`config.mk`:
```
export PLATFORM = sky130hd
export DESIGN_NAME = alu_acc_seq
export DESIGN_NICKNAME = d
export VERILOG_FILES = /design/src/rtl/alu_acc_pkg.sv /design/src/rtl/alu_acc_comb.sv /design/src/rtl/alu_acc_seq.sv
export SDC_FILE = /design/constraint.sdc
export NUM_CORES = 1
export LEC_CHECK = 0
export CAP_MARGIN = 30
export CORE_MARGIN = 5
export CORE_UTILIZATION = 32
export CTS_CLUSTER_SIZE = 24
export DETAILED_ROUTE_END_ITERATION = 6
export DONT_BUFFER_PORTS = 1
export HOLD_SLACK_MARGIN = 0.15
export SETUP_SLACK_MARGIN = 0.5
export SLEW_MARGIN = 15
export SYNTH_ARGS = -nofsm -noshare
export SYNTH_HDL_FRONTEND = slang
export SYNTH_SLANG_ARGS = --single-unit
```
`constraint.sdc`:
```
create_clock -name clk -period 4.9 [get_ports clk]
set_input_delay 0.735 -clock clk [delete_from_list [all_inputs] [get_ports clk]]
set_output_delay 0.735 -clock clk [all_outputs]
set_load 0.005 [all_outputs]
```
`src/rtl/alu_acc_pkg.sv`:
```
// Shared types and flag layout for the accumulator ALU.
package alu_acc_pkg;

  typedef enum logic [3:0] {
    OP_ADD = 4'd0,
    OP_ADC = 4'd1,
    OP_SUB = 4'd2,
    OP_SBB = 4'd3,
    OP_AND = 4'd4,
    OP_XOR = 4'd5,
    OP_OR  = 4'd6,
    OP_CMP = 4'd7,
    OP_INC = 4'd8,
    OP_DEC = 4'd9,
    OP_RRC = 4'd10,
    OP_RLC = 4'd11,
    OP_MUL = 4'd12
  } op_t;

  typedef enum logic [1:0] {
    ST_IDLE = 2'd0,
    ST_EXEC = 2'd1,
    ST_MUL  = 2'd2
  } state_t;

  localparam int FLAG_S  = 7;
  localparam int FLAG_Z  = 6;
  localparam int FLAG_AC = 4;
  localparam int FLAG_P  = 2;
  localparam int FLAG_CY = 0;

  // Bits 5, 3 and 1 of the flag register are hard zero.
  localparam logic [7:0] FLAG_MASK = 8'hD5;

  function automatic logic [7:0] mk_flags(input logic s, input logic z, input logic ac,
                                          input logic p, input logic cy);
    logic [7:0] f;
    f          = '0;
    f[FLAG_S]  = s;
    f[FLAG_Z]  = z;
    f[FLAG_AC] = ac;
    f[FLAG_P]  = p;
    f[FLAG_CY] = cy;
    return f;
  endfunction

endpackage

```
`src/rtl/alu_acc_comb.sv`:
```
// Single-cycle ALU: result and next flags from the latched operands; MUL and
// codes 13-15 report no writeback.
module alu_acc_comb
  import alu_acc_pkg::*;
#(
  parameter int WIDTH = 8
) (
  input  logic [WIDTH-1:0] act,
  input  logic [WIDTH-1:0] tmp,
  input  logic [3:0]       op,
  input  logic [7:0]       flags,
  output logic [WIDTH-1:0] result,
  output logic [7:0]       flags_next,
  output logic             acc_wr,
  output logic             flags_wr
);

  logic [WIDTH-1:0] rhs;
  logic [WIDTH:0]   sum;
  logic             cy_in;
  logic             arith;
  logic             logic_op;
  logic             keep_cy;
  logic             cy_out;
  logic             ac;

  always_comb begin
    rhs        = tmp;
    sum        = '0;
    arith      = 1'b0;
    logic_op   = 1'b0;
    keep_cy    = 1'b0;
    result     = act;
    acc_wr     = 1'b1;
    flags_wr   = 1'b1;
    flags_next = flags;
    cy_in      = flags[FLAG_CY];

    case (op)
      OP_ADD: begin
        sum   = {1'b0, act} + {1'b0, tmp};
        arith = 1'b1;
      end
      OP_ADC: begin
        sum   = {1'b0, act} + {1'b0, tmp} + {{WIDTH{1'b0}}, cy_in};
        arith = 1'b1;
      end
      OP_SUB, OP_CMP: begin
        sum    = {1'b0, act} - {1'b0, tmp};
        arith  = 1'b1;
        acc_wr = (op != OP_CMP);
      end
      OP_SBB: begin
        sum   = {1'b0, act} - {1'b0, tmp} - {{WIDTH{1'b0}}, cy_in};
        arith = 1'b1;
      end
      OP_AND: begin
        result   = act & tmp;
        logic_op = 1'b1;
      end
      OP_XOR: begin
        result   = act ^ tmp;
        logic_op = 1'b1;
      end
      OP_OR: begin
        result   = act | tmp;
        logic_op = 1'b1;
      end
      OP_INC: begin
        rhs     = WIDTH'(1);
        sum     = {1'b0, act} + {1'b0, rhs};
        arith   = 1'b1;
        keep_cy = 1'b1;
      end
      OP_DEC: begin
        rhs     = WIDTH'(1);
        sum     = {1'b0, act} - {1'b0, rhs};
        arith   = 1'b1;
        keep_cy = 1'b1;
      end
      OP_RRC: begin
        result              = {act[0], act[WIDTH-1:1]};
        flags_next[FLAG_CY] = act[0];
      end
      OP_RLC: begin
        result              = {act[WIDTH-2:0], act[WIDTH-1]};
        flags_next[FLAG_CY] = act[WIDTH-1];
      end
      default: begin
        acc_wr   = 1'b0;
        flags_wr = 1'b0;
      end
    endcase

    if (arith) result = sum[WIDTH-1:0];
    // Top bit of the extended sum is the carry for adds and the borrow for subtracts.
    cy_out = keep_cy ? flags[FLAG_CY] : sum[WIDTH];
    // Carry (or borrow) into bit 4 recovered from the bit-4 operands and result.
    ac     = act[4] ^ rhs[4] ^ result[4];

    if (arith)
      flags_next = mk_flags(result[WIDTH-1], result == '0, ac, ~^result, cy_out);
    else if (logic_op)
      flags_next = mk_flags(result[WIDTH-1], result == '0, 1'b0, ~^result, 1'b0);
  end

endmodule

```
`src/rtl/alu_acc_seq.sv`:
```
// Accumulator ALU sequencer: 2-cycle single ops, WIDTH+1-cycle shift-add MUL.
// start/acc_we/flag_we are honoured only while idle; requests during busy are dropped.
module alu_acc_seq
  import alu_acc_pkg::*;
#(
  parameter int WIDTH = 8
) (
  input  logic             clk,
  input  logic             rst_n,
  input  logic             start,
  input  logic [3:0]       op,
  input  logic             src_sel,
  input  logic [WIDTH-1:0] dbus_in,
  input  logic             acc_we,
  input  logic             flag_we,
  input  logic [7:0]       flag_in,
  output logic             busy,
  output logic             done,
  output logic [WIDTH-1:0] acc_out,
  output logic [WIDTH-1:0] prod_lo,
  output logic [7:0]       flags_out
);

  localparam int CW = $clog2(WIDTH);

  state_t             state;
  state_t             state_nxt;
  logic [CW-1:0]      cnt;
  logic [WIDTH-1:0]   acc;
  logic [WIDTH-1:0]   act;
  logic [WIDTH-1:0]   tmp;
  logic [WIDTH-1:0]   prod_lo_r;
  logic [7:0]         flags;
  logic [3:0]         op_r;
  logic [2*WIDTH-1:0] part;
  logic               done_r;

  logic [WIDTH-1:0]   alu_res;
  logic [7:0]         alu_flags;
  logic               alu_acc_wr;
  logic               alu_flags_wr;

  logic [2*WIDTH-1:0] addend;
  logic [2*WIDTH-1:0] prod_nxt;
  logic [WIDTH-1:0]   mul_hi;
  logic [WIDTH-1:0]   mul_lo;
  logic               mul_last;

  alu_acc_comb #(.WIDTH(WIDTH)) u_comb (
    .act        (act),
    .tmp        (tmp),
    .op         (op_r),
    .flags      (flags),
    .result     (alu_res),
    .flags_next (alu_flags),
    .acc_wr     (alu_acc_wr),
    .flags_wr   (alu_flags_wr)
  );

  // One multiplier bit per cycle: add act shifted to the weight of tmp[cnt].
  always_comb begin
    addend   = tmp[cnt] ? ({{WIDTH{1'b0}}, act} << cnt) : '0;
    prod_nxt = part + addend;
    mul_hi   = prod_nxt[2*WIDTH-1:WIDTH];
    mul_lo   = prod_nxt[WIDTH-1:0];
    mul_last = (cnt == CW'(WIDTH - 1));
  end

  always_comb begin
    state_nxt = state;
    case (state)
      ST_IDLE: if (start) state_nxt = (op == OP_MUL) ? ST_MUL : ST_EXEC;
      ST_EXEC: state_nxt = ST_IDLE;
      ST_MUL:  if (mul_last) state_nxt = ST_IDLE;
      default: state_nxt = ST_IDLE;
    endcase
  end

  always_ff @(posedge clk or negedge rst_n) begin
    if (!rst_n) state <= ST_IDLE;
    else        state <= state_nxt;
  end

  always_ff @(posedge clk or negedge rst_n) begin
    if (!rst_n) begin
      cnt       <= '0;
      acc       <= '0;
      act       <= '0;
      tmp       <= '0;
      prod_lo_r <= '0;
      flags     <= '0;
      op_r      <= '0;
      part      <= '0;
      done_r    <= 1'b0;
    end else begin
      done_r <= 1'b0;
      case (state)
        ST_IDLE: begin
          if (acc_we)  acc   <= dbus_in;
          if (flag_we) flags <= flag_in & FLAG_MASK;
          if (start) begin
            act  <= src_sel ? acc : dbus_in;
            tmp  <= dbus_in;
            op_r <= op;
            cnt  <= '0;
            part <= '0;
          end
        end
        ST_EXEC: begin
          if (alu_acc_wr)   acc   <= alu_res;
          if (alu_flags_wr) flags <= alu_flags;
          done_r <= 1'b1;
        end
        ST_MUL: begin
          part <= prod_nxt;
          cnt  <= cnt + CW'(1);
          if (mul_last) begin
            acc       <= mul_hi;
            prod_lo_r <= mul_lo;
            flags     <= mk_flags(mul_hi[WIDTH-1], prod_nxt == '0, 1'b0, ~^mul_hi, |mul_hi);
            cnt       <= '0;
            done_r    <= 1'b1;
          end
        end
        default: ;
      endcase
    end
  end

  assign busy      = (state != ST_IDLE);
  assign done      = done_r;
  assign acc_out   = acc;
  assign prod_lo   = prod_lo_r;
  assign flags_out = flags;

endmodule

```
==> results by group, run 1 <==
Detailed routing
  • Final wirelength: 20000 um
  • Routed length per placed instance: 18.8 um
  • DR vias: 5813
  • DRC Markers: 0
  • Vias per cell: 5.47
  • TritonRoute pass-1 iters: 5
  • Initial DRC count: 535
  • Final ANT Viol Nets: 0

Clock network
  • CTS Buf Count: 9
  • Worst skew pair latency: 340 ps
  • Clock Pin Slew Worst Setup and Hold Paths: 60 ps
  • Clk Tree Root Cell: clkbuf_16
  • H-tree levels: 3
  • Clk buf depth: 2
  • Clock sinks: 63
  • CTS tree: built

Timing
  • RSZ-0062 raised after global routing: true
  • Fin Clk Skew: 9.00 ps
  • Period minus WS final: 4270 ps
  • Worst hold slack: 271 ps
  • Rel. slew slack: 40.4%
  • Count of pins over their slew limit: 0
  • Final Hold Vio Count: 0
  • Fmax: 234 MHz
  • Least-Margin Pin Slew: 894 ps
  • Setup violators final: 0
  • Post-route clock period utilization: 87.1%
  • Fin Setup TNS: 0 ps

Final layout
  • Most common cell after layout, fill and taps aside: nand2_1
  • Share of post-route cells with drive strength above 1: 16.7%
  • Most frequent cells in the layout: nand2_1, nor2_1, ha_1, dfrtp_1, o21ai_0
  • Final Instance Area: 7360 sq um
  • Final Net Count: 882
  • Layout Utilization: 36.6%
  • # diodes: 0
  • Area growth syn-to-layout: 13.6%

Yosys
  • Seq/Total Area, Yosys: 24.4%
  • Multiplexer share of the synthesized area: 5.64%
  • Post-Synth XOR/XNOR Area: 6.57%
  • Cell area after synthesis: 6470 sq um
  • Complex-gate fraction of the synthesized area: 25.9%
  • Syn. warnings: 0
  • Post-synth EDFFs: 0
  • Post-synth cell types: 86
  • Avg Synthesized Cell Area: 8.34 sq um
  • Prevailing post-synth register cell: dfrtp_1
  • Simple-gate share of the synthesized area: 18.0%
  • Ys async rst share: 100%
  • Post-synthesis adder-cell area fraction: 13.6%
  • Synth Instances: 776
  • Synth Register Bits: 63
  • Largest family of logic cells by synthesized area: compound AO/OA/AOI/OAI gates

Power
  • Leakage: 3.19 nW
  • VDD IR-drop max: 0.189 mV
  • Pwr Total: 0.00440 W
  • Pwr Density: 598 nW/um^2

Placed design
  • Hpwl dp: 15500 um
  • DP Area: 6860 sq um
  • Port bufs: 0
  • Routability congestion estimate from global placement: 0.929

Setup path
  • Worst-path fanout max: 7
  • Crit-path max cell delay: 580 ps
  • Worst path arrival time: 4520 ps
  • Crit start category: flop
  • Critical path capture point type: flop
  • Slowest CP cell: mux4_2
  • WS Path Type: reg2reg
  • Crit path required time: 5160 ps
  • Crit-path cells: mux4_2 -> nand2_4 -> and2_4 -> nor2_1 -> ha_1 -> nor3_1 -> nor2_1 -> a31oi_2 -> o21ai_1 -> buf_4 -> a31oi_1 -> xnor2_1 -> inv_1 -> ha_1 -> and4_4 -> nand4_1 -> nor3_1 -> nand2_1 -> nor3_4 -> o221ai_1 -> o21ai_1

Global route
  • Largest net degree at the start of global routing: 64
  • Overall Global Routing Usage: 16.6%
  • Grt total ovfl: 0
  • Initial antenna violation count: 0
  • First-pass GRT wire length: 31100 um
  • Number of global-route vias before repair: 5623

Floorplanning
  • Die Wd: 152 um
  • Row count: 52
  • Die area: 23200 sq um
  • Core Area: 20100 sq um
  • IO Count: 52
  • Starting Density: 32.2%
  • Die height: 152 um

Flow run
  • Max_cap viols: 0

Hold path
  • Worst hold path class: in2async

Status
  • Status: completed
==> what timing repair did <==
action                     in CTS  in global routing
hold buffers                    1                  0
setup endpoints to repair       2                  2
pin swaps                       7                 12
hold endpoints to repair       63                  0
buffers inserted                2                  6
resized for setup              14                 25
==> cell families after synthesis <==
kind of cell	Yosys count
DFF	63
muxes	32
xor gates and xnor gates	46
buffers and inverters	89
and+or+nand+nor	239
AOI/OAI and AO/OA	238
adders and majority gates	68
other	1
==> flip-flops by register name, indices dropped and copies added, names as in the netlist <==
register,cells
part,16
acc_out,8
act,8
prod_lo,8
tmp,8
flags_out,5
op_r,4
cnt,3
state,2
done,1
==> synth_stat cells (all sizes together) (8+ instances only) <==
| library cell | instances | area [sq um] |
|---|---|---|
| nor2 | 67 | 259 |
| a31oi | 9 | 56.3 |
| mux2i | 14 | 140 |
| nor3 | 22 | 110 |
| xnor2 | 32 | 295 |
| o21bai | 9 | 71.3 |
| inv | 49 | 184 |
| mux2 | 16 | 180 |
| xor2 | 14 | 130 |
| or3 | 10 | 62.6 |
| nand2 | 69 | 259 |
| a21oi | 59 | 329 |
| a22oi | 8 | 60.1 |
| clkbuf | 25 | 93.8 |
| dfrtp | 63 | 1580 |
| buf | 15 | 100 |
| nand4 | 8 | 56.3 |
| ha | 64 | 801 |
| a22o | 8 | 70.1 |
| nor2b | 14 | 95.1 |
| o21ai | 68 | 340 |
| nand2b | 12 | 75.1 |
| and2 | 8 | 50.1 |
| a21o | 8 | 60.1 |
==> path summary, 6_finish.rpt <==
| check | startpoint | to | slack (ps) | cells past startpoint |
|---|---|---|---|---|
| setup / recovery | cnt[0]$_DFFE_PN0P_ | flags_out[6]$_DFFE_PN0P_ | 630 | 21 |
| hold / removal | rst_n | prod_lo[1]$_DFFE_PN0P_ | 270 | 1 |
| setup reg to reg | cnt[0]$_DFFE_PN0P_ | flags_out[6]$_DFFE_PN0P_ | 630 | 21 |
| hold reg to reg | part[9]$_DFFE_PN0P_ | part[9]$_DFFE_PN0P_ | 490 | 2 |
| max in group asynchronous | rst_n | act[0]$_DFFE_PN0P_ | 4310 | 1 |
| min in group clk | part[9]$_DFFE_PN0P_ | part[9]$_DFFE_PN0P_ | 490 | 2 |
==> critical path, delay by kind of cell (launching register included) <==
family	cells	cell delay [ps]
flops	1	430
xor+xnor	1	80
simple gates	10	1540
buf+inv	2	270
compound gates	5	800
fa+ha+maj	2	500
mux	1	580
==> report_power, final <==
group          switching [W]  internal (W)
clock network       0.000234      0.000379
logic                0.00178       0.00122
registers           0.000147      0.000640
total                0.00216       0.00224
==> cell type report <==
type	instances	area, sq um
Clock buffer	12	267
Clock inverter	3	17.5
Fill cell	2062	12700
Inverter	49	184
Multi-Input combinational cell	626	4650
Sequential cell	63	1580
Tap cell	270	338
Timing Repair Buffer	39	324
==> metal layers <==
metal | up-vias | routed length, um | global-route usage, %
li1 | 2817 | - | -
met1 | 2786 | 8470 | 20.8
met2 | 173 | 9810 | 28.6
met3 | 37 | 1070 | 2.93
met4 | 0 | 616 | 6.08
met5 | - | 0 | 0
==> per-stage QoR <==
step                      worst slack (ps)  instances
after floorplan                        650        778
after global routing                   410       1062
final                                  633       1062
after detailed placement               117       1038
after CTS                              527       1056
after global placement                 159       1037
(Power assumes the default switching activity.)
==> run 2, diff against run 1 <==
Settings changed: GPL_ROUTABILITY_DRIVEN from default to 0, GPL_TIMING_DRIVEN from default to 0.
==> results by group, run 2 (synthesis gave the netlist of run 1 again) <==
Power
  • P_sw: 0.00217 W
  • Flop pwr share: 19.9%
  • Internal power: 0.00218 W
  • Pwr Density: 588 nW/um^2
  • Part of the power in the clock network: 13.9%
  • Leakage: 3.17 nW
  • VDD IR-drop max: 0.209 mV
  • Sw Ratio: 49.9%
  • Logic pwr share: 66.2%

Global route
  • Number of global-route vias before repair: 5737
  • Overall Global Routing Usage: 17.3%
  • Largest net degree at the start of global routing: 64
  • Initial antenna violation count: 0
  • Grt total ovfl: 0
  • First-pass GRT wire length: 32400 um

Timing
  • Fmax: 228 MHz
  • Least-Margin Pin Slew: 776 ps
  • Final Hold Vio Count: 0
  • Post-route clock period utilization: 89.4%
  • Setup violators final: 0
  • Period minus WS final: 4380 ps
  • RSZ-0062 raised after global routing: true
  • Fin Clk Skew: 12.1 ps
  • Count of pins over their slew limit: 0
  • Rel. slew slack: 48.1%

Final layout
  • Area growth syn-to-layout: 14.4%
  • Most frequent cells in the layout: nand2_1, nor2_1, ha_1, dfrtp_1, o21ai_0
  • Max reg flops: 16
  • Final Instance Area: 7400 sq um
  • Most common cell after layout, fill and taps aside: nand2_1
  • Layout Utilization: 36.8%
  • # diodes: 0
  • FF/Latch Area: 1580 sq um
  • Final Net Count: 901
  • Filler cells: 2077
  • Multi-input logic area: 4650 sq um
  • Biggest register: part
  • Share of post-route cells with drive strength above 1: 16.0%

Floorplanning
  • Core Area: 20100 sq um
  • Die height: 152 um
  • IO Count: 52
  • Row count: 52
  • Starting Density: 32.2%
  • Die area: 23200 sq um
  • Die Wd: 152 um

Clock network
  • H-tree levels: 3
  • CTS Buf Count: 9
  • CTS tree: built
  • Clock sinks: 63
  • Worst skew pair latency: 340 ps
  • Clk Tree Root Cell: clkbuf_16
  • Clock Pin Slew Worst Setup and Hold Paths: 60 ps
  • Clk buf depth: 2

Setup path
  • Worst path arrival time: 4640 ps
  • Worst R2R End: flags_out[6]$_DFFE_PN0P_
  • Worst-path fanout max: 7
  • Crit path required time: 5160 ps
  • Crit start category: flop
  • WS Path Type: reg2reg
  • Reg2Reg Setup Slack: 520 ps
  • Critical path capture point type: flop
  • CP Launch Point: cnt[0]$_DFFE_PN0P_
  • R2r startpoint: cnt[0]$_DFFE_PN0P_
  • Worst setup path end: flags_out[6]$_DFFE_PN0P_
  • Register-to-Register Path Depth: 22

Detailed routing
  • Final wirelength: 20600 um
  • Vias per cell: 5.45
  • Final ANT Viol Nets: 0
  • TritonRoute pass-1 iters: 5
  • DR vias: 5902
  • Initial DRC count: 490
  • DRC Markers: 0
  • Routed length per placed instance: 19.0 um

Flow run
  • Max_cap viols: 0

Placed design
  • Hpwl dp: 15900 um
  • Port bufs: 0
  • DP Area: 6820 sq um

Status
  • Status: completed

Hold path
  • Worst hold path class: in2async
[run 2: changes by cell type in the layout (fill, tap and decap cells not counted), sizes merged]
cell / change
clkinvlp: +4
clkbuf: +22
clkinv: -1
buf: -5
[run 2: how the worst min path moves through the flow]
| stage | cells after the start | start | end |
|---|---|---|---|
| global route | 1 | rst_n | done$_DFF_PN0_ |
| detailed placement | 0 | rst_n | prod_lo[4]$_DFFE_PN0P_ |
| CTS | 1 | rst_n | prod_lo[1]$_DFFE_PN0P_ |
| floorplan | 0 | rst_n | acc_out[0]$_DFFE_PN0P_ |
| global placement | 0 | rst_n | prod_lo[3]$_DFFE_PN0P_ |
| finish | 1 | rst_n | prod_lo[2]$_DFFE_PN0P_ |
[run 2: critical path, stage by stage, from the launching register on]
cell and delay (ps):
dfrtp_1 380, buf_8 140, mux4_2 560, nand2_4 110, nor3_1 60, ha_2 210
fa_2 340, a21o_1 170, a21oi_2 180, o21ai_2 90, nand2_1 110, o211a_1 160
o21bai_1 80, a21oi_1 190, xor2_1 240, ha_2 210, and4_4 220, nand4_1 140
nor3_2 170, nand2_1 120, nor3_4 200, o221ai_2 110, o21ai_1 110
[run 2: power groups by stage]
| stage | clock network (W) | registers (W) | logic [W] |
|---|---|---|---|
| final | 0.000603 | 0.000868 | 0.00288 |
| after floorplan | 0 | 0.000762 | 0.00217 |
| after global placement | 0 | 0.000872 | 0.00275 |
| after detailed placement | 0 | 0.000876 | 0.00276 |
| after global routing | 0.000637 | 0.000887 | 0.00316 |
| after CTS | 0.000614 | 0.000867 | 0.00281 |
[run 2: metal layers]
metal | global-route usage, % | share of wire (%) | vias to the layer above
met1 | 21.9 | 42 | 2831
met3 | 2.98 | 5.5 | 40
met4 | 5.44 | 2.7 | 0
met2 | 30.2 | 49 | 176
li1 | - | - | 2855
met5 | 0 | 0 | -
[run 2: what timing repair did]
item | CTS | global route
hold endpoints to repair | 63 | 0
setup endpoints to repair | 3 | 2
gates resized for setup | 31 | 17
hold buffers | 1 | 0
buffers inserted | 10 | 6
pin swaps | 17 | 18
[run 2: final cells by class]
type                    count  share of cell area (%)
inverters                  49                    2.48
plain buffers              40                    2.86
clock buffers              10                    3.23
flip-flops and latches     63                    21.4
clock inverters             6                   0.625
multi-input cells         626                    62.8
repair buffers             18                    2.06
well taps                 270                    4.56
[run 2: per-stage QoR]
stage               worst slack, ps  std cells  TNS [ps]  power [W]  hold WS (ps)
detailed placement             -506       1048      -689    0.00363           441
floorplan                       650        778         0    0.00293           439
CTS                             435       1075         0    0.00429           283
global route                    310       1082         0    0.00469           289
global placement               -505       1048      -742    0.00362           441
finish                          520       1082         0    0.00435           252
